[config.mk]
export PLATFORM = sky130hd
export DESIGN_NAME = clk_div_multi
export DESIGN_NICKNAME = d
export VERILOG_FILES = /design/src/rtl/clk_div_multi.sv
export SDC_FILE = /design/constraint.sdc
export NUM_CORES = 1
export LEC_CHECK = 0
export ABC_AREA = 1
export CORE_ASPECT_RATIO = 1.5
export CORE_UTILIZATION = 42
export DETAILED_ROUTE_END_ITERATION = 8
export PLACE_DENSITY_LB_ADDON = 0.2
export SYNTH_ARGS = -nofsm -noshare
export SYNTH_HDL_FRONTEND = slang
export SYNTH_SLANG_ARGS = --single-unit
[constraint.sdc]
create_clock -name clk_in -period 6.4 [get_ports clk_in]
set_input_delay 0.96 -clock clk_in [delete_from_list [all_inputs] [get_ports clk_in]]
set_output_delay 0.96 -clock clk_in [all_outputs]
set_load 0.1 [all_outputs]
[src/rtl/clk_div_multi.sv]
// Multi-channel programmable clock divider: each channel divides clk_in by a
// runtime divisor, producing a registered square clock and a per-period tick.
module clk_div_multi #(
  parameter int CHANNELS = 4,
  parameter int WIDTH    = 16
) (
  input  logic                      clk_in,
  input  logic                      reset_n,
  input  logic [CHANNELS-1:0]       enable,
  input  logic [CHANNELS-1:0]       load,
  input  logic [CHANNELS*WIDTH-1:0] div_val,
  output logic [CHANNELS-1:0]       clk_out,
  output logic [CHANNELS-1:0]       tick
);

  logic [CHANNELS-1:0][WIDTH-1:0] cnt_q, cnt_d;
  logic [CHANNELS-1:0][WIDTH-1:0] div_q, div_d;
  logic [CHANNELS-1:0]            clk_q, clk_d;
  logic [CHANNELS-1:0]            tick_q, tick_d;

  always_comb begin
    cnt_d  = cnt_q;
    div_d  = div_q;
    clk_d  = clk_q;
    tick_d = '0;
    for (int unsigned i = 0; i < CHANNELS; i++) begin
      if (load[i]) begin
        cnt_d[i] = '0;
        div_d[i] = div_val[i*WIDTH +: WIDTH];
        clk_d[i] = 1'b0;
      end else if (enable[i] && (div_q[i] != '0)) begin
        // New divisor is only taken at the wrap, so a period never gets cut short.
        if (cnt_q[i] == div_q[i] - WIDTH'(1)) begin
          cnt_d[i] = '0;
          div_d[i] = div_val[i*WIDTH +: WIDTH];
        end else begin
          cnt_d[i] = cnt_q[i] + WIDTH'(1);
        end
        // Outputs derive from next-state values so they line up with cnt_q.
        clk_d[i]  = (div_d[i] > WIDTH'(1)) && (cnt_d[i] >= (div_d[i] >> 1));
        tick_d[i] = (div_d[i] != '0) && (cnt_d[i] == div_d[i] - WIDTH'(1));
      end
    end
  end

  always_ff @(posedge clk_in or negedge reset_n) begin
    if (!reset_n) begin
      cnt_q  <= '0;
      div_q  <= '0;
      clk_q  <= '0;
      tick_q <= '0;
    end else begin
      cnt_q  <= cnt_d;
      div_q  <= div_d;
      clk_q  <= clk_d;
      tick_q <= tick_d;
    end
  end

  assign clk_out = clk_q;
  assign tick    = tick_q;

endmodule

### After elaboration in Yosys (flattened, before gate mapping)

Cells that the tools add are included.

| operators by class | value |
|---|---|
| $add $sub $neg | 12 |
| mux-type cells | 56 |
| eq/ne operators | 8 |
| reduce and logical (&&, ||, !) cells | 24 |
| $lt $le $gt $ge | 8 |

Operator list:

| operator | number |
|---|---|
| $mux 16 | 40 |
| $eq 16x16->1 | 8 |
| $reduce_bool 16->1 | 8 |
| $sub 16x1->16 const B | 8 |
| $add 16x1->16 const B | 4 |
| $ge 16x15->1 | 4 |
| $gt 16x1->1 const B | 4 |
| $mux 1 | 16 |
| $logic_and 1x1->1 | 12 |
| $reduce_bool 2->1 | 4 |

| storage, ports and cells | value |
|---|---|
| output and inout bits | 8 |
| word-level logic and storage cells | 121 |
| bits of input ports | 74 |
| register bits after elaboration | 136 |

### Logic depth before layout (Yosys ltp)

Gate-level depths: netlist of the first run.

| logic depth | value |
|---|---|
| depth in word-level cells | 10 |
| mapped depth | 32 |
| gate-level depth less buffers | 31 |

### Worst setup path before layout of the first run

OpenSTA, ideal clock, no wires.

| timing | value |
|---|---|
| kind | reg-to-reg |
| from | reg div_q[0] (netlist name) |
| to | reg clk_q[0], in the netlist clk_out[0] |
| library setup time | 121 ps |
| slack | 2,947 ps |
| period minus slack after synthesis | 3,453 ps |
| data required time | 6,279 ps |
| cell stages (with the launch flop) | 31 |
| data arrival time | 3,332 ps |
| path buffers | 1 |
| cell sequence | dfrtp_1 inv_2 ha_1 nand3_1 nor2_1 nand2_1 nor2_1 nor2_1 nand2_1 nand2_1 nor2_1 nand3_1 nor2_2 buf_4 nand2_1 nand2_1 inv_1 ha_1 o21ai_0 nand2_1 a31oi_1 o21ai_0 a21o_1 a21oi_1 o21ai_0 nand3_1 nand2_1 a21oi_1 nand2_1 nand2_1 nand2_1 |

| between the ends | value |
|---|---|
| cells in the longest elaborated chain, start to end | 9 |
| elaborated cells on any way between the ends | 16 |
| classes of those cells | add/sub: 1; order compare: 2; eq/ne: 1; mux: 8; reduce/logical: 4 |

Ends and longest elaborated chain:

| item | RTL line | RTL |
|---|---|---|
| start, declared | 17 | `logic [CHANNELS-1:0][WIDTH-1:0] div_q, div_d;` |
| start signal, assigned | 54 | `div_q <= div_d;` |
| $sub 16x1->16 | 33 | `if (cnt_q[i] == div_q[i] - WIDTH'(1)) begin` |
| $eq 16x16->1 | 33 |  |
| $mux 16 | 33 |  |
| $mux 16 | 31 | `end else if (enable[i] && (div_q[i] != '0)) begin` |
| $mux 16 | 27 | `if (load[i]) begin` |
| $gt 16x1->1 or $ge 16x15->1 (tied branches) | 40 | `clk_d[i] = (div_d[i] > WIDTH'(1)) && (cnt_d[i] >= (div_d[i] >> 1));` |
| $logic_and 1x1->1 | 40 |  |
| $mux 1 | 31 |  |
| $mux 1 | 27 |  |
| end signal, assigned | 55 | `clk_q <= clk_d;` |
| end, declared | 18 | `logic [CHANNELS-1:0] clk_q, clk_d;` |

Parallel ways exist; a longest one is shown, timed or not. The select of a mux whose other input is x is not followed.
A chain may end at the register's enable or synchronous reset.

### Worst setup path after layout of the first run

| timing | value |
|---|---|
| from | reg div_q[32] (netlist name) |
| to | reg clk_q[2], in the netlist clk_out[2] |

Same word-level chain as after synthesis.

==> results of run 1 <==
==> worst reg2reg max path: stages, from the launching register on <==
cell	delay, ns
dfrtp_1	0.40
inv_1	0.15
ha_1	0.23
nand2_1	0.12
nor2_2	0.44
nand3_2	0.15
nand2_1	0.09
nand2_1	0.08
nor2_1	0.11
nand2_1	0.10
nor2_4	0.38
nand2_2	0.61
inv_1	0.34
nor2_1	0.14
ha_1	0.32
nand2_1	0.10
nor2_1	0.05
a211oi_1	0.19
nor2_1	0.08
a2111oi_0	0.61
nand3_1	0.15
nand2_1	0.18
nand2_1	0.07
==> sequential cells by signal, indices dropped and copies added (netlist names) <==
name,count
clk_out,4
cnt_q,64
div_q,64
tick,4
==> report_power, final <==
part	switching, mW	internal, mW
logic	0.624	0.321
registers	0.0664	0.906
clock network	0.431	0.634
total	1.12	1.86
==> worst max-delay path by stage <==
| stage | cells past startpoint | from | endpoint | slack [ns] |
|---|---|---|---|---|
| after floorplan | 30 | div_q[0]$_DFFE_PN0P_ | clk_out[0]$_DFFE_PN0P_ | 2.95 |
| after global placement | 22 | div_q[32]$_DFFE_PN0P_ | clk_out[2]$_DFFE_PN0P_ | 1.25 |
| after detailed placement | 22 | div_q[32]$_DFFE_PN0P_ | clk_out[2]$_DFFE_PN0P_ | 1.33 |
| after CTS | 22 | div_q[32]$_DFFE_PN0P_ | clk_out[2]$_DFFE_PN0P_ | 1.27 |
| after global routing | 24 | div_q[32]$_DFFE_PN0P_ | clk_out[2]$_DFFE_PN0P_ | 0.93 |
| final | 22 | div_q[32]$_DFFE_PN0P_ | clk_out[2]$_DFFE_PN0P_ | 1.20 |
==> Yosys cell counts, types with 3 or more instances <==
master | number | area [sq um]
nand2_1 | 860 | 3230
inv_1 | 346 | 1300
nand3_1 | 258 | 1290
nor2_1 | 248 | 931
dfrtp_1 | 136 | 3400
ha_1 | 73 | 913
o21ai_0 | 65 | 325
o221ai_1 | 59 | 517
o22ai_1 | 56 | 350
xor2_1 | 48 | 420
a21oi_1 | 32 | 160
nor2_2 | 32 | 200
clkbuf_1 | 30 | 113
nand4_1 | 27 | 169
xnor2_1 | 27 | 236
nor3_1 | 22 | 110
nand2_2 | 21 | 131
nand3b_1 | 20 | 150
nor2_4 | 16 | 180
o21ai_1 | 15 | 75.1
inv_2 | 13 | 48.8
buf_2 | 10 | 50.1
a21o_1 | 9 | 67.6
buf_4 | 8 | 60.1
buf_6 | 6 | 67.6
clkinv_1 | 6 | 22.5
nand3_2 | 6 | 60.1
o211ai_1 | 6 | 45.0
o21bai_1 | 6 | 45.0
a211oi_1 | 5 | 37.5
o21ai_2 | 5 | 43.8
xnor3_1 | 5 | 113
nor4_1 | 3 | 18.8
or2_2 | 3 | 18.8
==> per-layer routing <==
metal  routed length, um  part of all wire, %  global-route usage, %
met1               20100                   42                   31.8
met2               23100                   48                   45.8
met3                2010                  4.2                   3.01
met4                2400                  5.1                   15.1
met5                   0                    0                      0
==> logic make-up after synthesis <==
family | synth area share (%)
buffers and inverters | 11.1
adders and majority gates | 6.05
xor gates and xnor gates | 5.10
and+or+nand+nor | 43.8
AOI/OAI and AO/OA | 11.4
DFF | 22.6
==> metrics by stage <==
stage                     cell area [sq um]  cells  power, mW
after global placement                16300   3007       1.91
after CTS                             16900   3039       2.98
final                                 16900   3039       2.98
after floorplan                       15100   2501       1.64
after global routing                  16900   3039       3.15
after detailed placement              16300   3007       1.92
==> final cells by class <==
| cell class | instances | area, sq um | area share (%) |
|---|---|---|---|
| multi-input combinational | 1943 | 10000 | 59.4 |
| sequential | 136 | 3400 | 20.2 |
| inverter | 365 | 1370 | 8.12 |
| timing repair buffer | 90 | 880 | 5.22 |
| tap | 473 | 592 | 3.51 |
| clock buffer | 21 | 460 | 2.73 |
| clock inverter | 11 | 146 | 0.868 |
==> out/qor.csv, run 1 <==
metric;value;unit
DRC errors left;0;
fmax;192;MHz
most frequent cells in the layout;860 x nand2_1, 346 x inv_1, 258 x nand3_1, 248 x nor2_1, 136 x dfrtp_1;
Reg-to-Reg End;clk_out[2]$_DFFE_PN0P_;
Seq/Total Area, Yosys;22.6;%
Tightest Hold Check Type;register to register;
CP Class;register to register;
Distinct cells, synth;49;
worst-margin pin slew;1.17;ns
num ports;82;
detailed placement HPWL;37.1;mm
Post-CTS Hold Buffers;0;
die height;234;um
Layout fillers;3705;
total CTS buffers;17;
Post-DRT Antenna Nets;0;
initial antenna violation count;0;
Hold Fails Final Rpt;0;
Core Footprint;0.0352;sq mm
Crit. End Element;register;
Worst path max stage delay;0.61;ns
Worst Hold Path EP;clk_out[2]$_DFFE_PN0P_;
Tot GR Track Use;26.6;%
relative slew slack;21.9;%
min cycle time layout;5.20;ns
hold path depth;2;
area delta synth->final;11.8;%
pwr/cell area;177;mW/mm^2
CP top delay family;simple AND/OR/NAND/NOR gates;
Worst setup SP type;register;
FF-to-FF setup slack;1.20;ns
Detailed Route WL;47.6;mm
Die Wd;157;um
clock-pin slew on the worst setup and hold paths;0.06;ns
mean number of vias per cell;5.36;
period utilization;81.2;%
port bufs;81;
Final Skew;0.0111;ns
Iter 0 DRT Violations;1257;
R2R cell count;22;
Setup Buffers After CTS;0;
Clock Latency Late Sink;0.45;ns
DR WL/cell;15.7;um
maximum VDD drop;0.142;mV
Resized cells post-CTS;0;
Synth Register Bits;136;
first-pass GRT wire length;76.8;mm
Syn Inst Count;2501;
top_reg_cell synth;dfrtp_1;
Max Transition Viols Final;0;
vias in the first global route;15722;
Critical Path AT;5.53;ns
commonest non-fill, non-tap cell in the layout;nand2_1;
CTS tree;built;
GR Overflow Total;0;
max_cap viols;0;
mean area per synthesized cell;6.03;sq um
RSZ-0062 raised after global routing;false;
R2R Path Start;div_q[32]$_DFFE_PN0P_;
clock sinks;136;
final core utilization;47.9;%
Synth Cell Area;0.0151;sq mm
Setup WS post-layout;1.20;ns
syn nets;2648;
number of antenna diodes;0;
largest net degree at the start of global routing;86;
H-Tree Depth;4;
nets;2700;
DRT Pass-1 Iters;6;
top fanout value on the critical path;38;
CTS root buf;clkbuf_16;
ys async rst share;100;%
CP max stage cell;nand2_2;
Initial Utilization;42.9;%
WP buf/inv;2;
Die Area;0.0367;sq mm
gp weighted congestion;0.952;
hold wc startpoint;clk_out[2]$_DFFE_PN0P_;
WP data required;6.73;ns
status;finished, final reports clean;
EDFF count, synth;0;
critical path's most frequent cell;nand2_1;
Min Hold Slack;0.515;ns
setup violators final;0;
Yosys warning count;0;
Bufs on Longest Clock Path;2;
Std-Cell Rows;84;
Pleak;8.70;nW
setup TNS;0;ns
Vias;16304;
CP cell instances;inv_1 -> ha_1 -> nand2_1 -> nor2_2 -> nand3_2 -> nand2_1 -> nand2_1 -> nor2_1 -> nand2_1 -> nor2_4 -> nand2_2 -> inv_1 -> nor2_1 -> ha_1 -> nand2_1 -> nor2_1 -> a211oi_1 -> nor2_1 -> a2111oi_0 -> nand3_1 -> nand2_1 -> nand2_1;
layout cells sized above 1;5.57;%
post-place setup slack;1.33;ns
Power figures use the tool's default switching activity.
==> run 2: changes to the inputs <==
Clock period 6.4 ns to 4.65 ns, I/O delays scaled along.
==> out/qor.csv, run 2 (synthesized netlist as in run 1, its figures left out) <==
metric;value;unit;change
Flop pwr share;31.6;%;-1.0 points
num ports;82;;unchanged
fmax;241;MHz;+25%
Critical Path AT;4.49;ns;-1.04 ns
min cycle time layout;4.15;ns;-1.04 ns
Layout fillers;3705;;unchanged
maximum VDD drop;0.208;mV;+47%
Vias;16376;;+0.44%
Std-Cell Rows;84;;unchanged
placed cell count;3033;;+0.86%
Layout Cells excl Fill;3064;;+0.82%
DRT Pass-1 Iters;8;;+2
Met3 Routed Length;1.96;mm;-2.5%
total CTS buffers;17;;unchanged
vias in the first global route;15608;;-0.73%
worst-margin pin slew;0.973;ns;-0.195 ns
NetSw;1.54;mW;+38%
port bufs;81;;unchanged
Hold Fails Final Rpt;0;;unchanged
Final Skew;0.0151;ns;+0.00396 ns
area delta synth->final;13.5;%;
pwr/cell area;248;mW/mm^2;+40%
relative slew slack;34.9;%;+13 points
Max Transition Viols Final;0;;unchanged
Pleak;8.85;nW;+1.7%
CP max stage cell;dfrtp_1;;
setup violators final;0;;unchanged
first-pass GRT wire length;77.4;mm;+0.84%
Initial Utilization;42.9;%;unchanged
setup TNS;0;ns;unchanged
DR WL/cell;15.5;um;-0.95%
Iter 0 DRT Violations;1152;;-8.4%
Comb pwr share;30.9;%;-0.8 points
CP Class;register to register;;
Resized cells post-CTS;0;;unchanged
Worst path max stage delay;0.41;ns;-0.20 ns
detailed placement HPWL;37.6;mm;+1.2%
commonest non-fill, non-tap cell in the layout;nand2_1;;
Clock power frac;37.5;%;+1.8 points
Clock Latency Late Sink;0.46;ns;about the same
nets;2726;;+0.96%
layout cells sized above 1;6.52;%;+0.95 points
final core utilization;48.6;%;+0.75 points
Post-DRT Antenna Nets;0;;unchanged
die height;234;um;unchanged
mean number of vias per cell;5.34;;-0.38%
metal2 WL;23.7;mm;+2.8%
GR Overflow Total;0;;unchanged
Die Area;0.0367;sq mm;unchanged
uppermost layer routed;met4;;
top fanout value on the critical path;13;;-66%
Worst setup SP type;register;;
R2R cell count;29;;+32%
Crit path depth;29;;+32%
Tot GR Track Use;26.8;%;+0.22 points
gp weighted congestion;0.938;;-1.5%
WP data required;4.99;ns;-1.74 ns
critical path's most frequent cell;nand2_1;;
area of the multi-input gates;0.0100;sq mm;unchanged
max_cap viols;0;;unchanged
Bufs on Longest Clock Path;2;;unchanged
DRC errors left;0;;unchanged
largest net degree at the start of global routing;71;;-17%
net switching fraction of the power;36.4;%;-1.2 points
Core Footprint;0.0352;sq mm;unchanged
number of antenna diodes;0;;unchanged
clock sinks;136;;unchanged
Power, Total;4.24;mW;+42%
Post-CTS Hold Buffers;0;;unchanged
Tightest Hold Check Type;input port to async pin;;
Setup WS post-layout;0.497;ns;-0.707 ns
Metal-1 WL;20.1;mm;+0.13%
post-place setup slack;0.558;ns;-0.773 ns
Crit. End Element;register;;
CTS tree;built;;
period utilization;89.3;%;+8.1 points
RSZ-0062 raised after global routing;false;;
WP buf/inv;3;;+1
Detailed Route WL;47.5;mm;-0.13%
H-Tree Depth;4;;unchanged
register area;0.00340;sq mm;unchanged
status;finished, final reports clean;;
initial antenna violation count;0;;unchanged
CTS root buf;clkbuf_16;;
most frequent cells in the layout;860 x nand2_1, 346 x inv_1, 258 x nand3_1, 248 x nor2_1, 136 x dfrtp_1;;
Die Wd;157;um;unchanged
clock-pin slew on the worst setup and hold paths;0.06;ns;about the same
FF-to-FF setup slack;0.50;ns;-0.71 ns
internal cell power;2.69;mW;+45%
Regs by FF count;cnt_q (64), div_q (64);;
Setup Buffers After CTS;0;;unchanged
CP top delay family;simple AND/OR/NAND/NOR gates;;
run 2: metal layers:
layer / track usage [%] / vias to the layer above
met5: 0 / -
li1: - / 8227
met2: 47.4 / 462
met4: 12.4 / 0
met1: 32.4 / 7596
met3: 2.55 / 91
run 2: power groups by stage:
stage                     Sequential [mW]  Clock (mW)  Combinational (mW)
after detailed placement             1.36           0                1.30
after global routing                 1.35        1.64                1.48
after global placement               1.36           0                1.28
after CTS                            1.34        1.60                1.30
final                                1.34        1.59                1.31
after floorplan                      1.33           0               0.935
run 2: path summary, 6_finish.rpt:
check                                             from                endpoint
worst min-delay path                           reset_n   div_q[48]$_DFFE_PN0P_
worst min register to register  clk_out[2]$_DFFE_PN0P_  clk_out[2]$_DFFE_PN0P_
worst max-delay path              div_q[0]$_DFFE_PN0P_  clk_out[0]$_DFFE_PN0P_
max in group asynchronous                      reset_n   cnt_q[47]$_DFFE_PN0P_
min in group clk_in             clk_out[2]$_DFFE_PN0P_  clk_out[2]$_DFFE_PN0P_
worst max register to register    div_q[0]$_DFFE_PN0P_  clk_out[0]$_DFFE_PN0P_
run 2: layout make-up:
class | count | area share (%)
clock buffers | 21 | 2.75
well taps | 473 | 3.46
clock inverters | 10 | 1.12
repair buffers | 116 | 6.35
flip-flops and latches | 136 | 19.9
multi-input cells | 1943 | 58.5
inverters | 365 | 8.00
run 2: through the flow:
step | cell area, sq um | hold slack (ns)
6_report | 17100 | 0.239
3_5_place_dp | 16500 | 0.523
3_3_place_gp | 16500 | 0.523
2_1_floorplan | 15100 | 0.402
4_1_cts | 17100 | 0.289
5_1_grt | 17100 | 0.322
==> run 3: changes to the inputs <==
Settings changed: CTS_CLUSTER_DIAMETER from default to 60.
==> results of run 3 <==
Same layout as run 2: the final DEF is identical, and so are final timing and power.
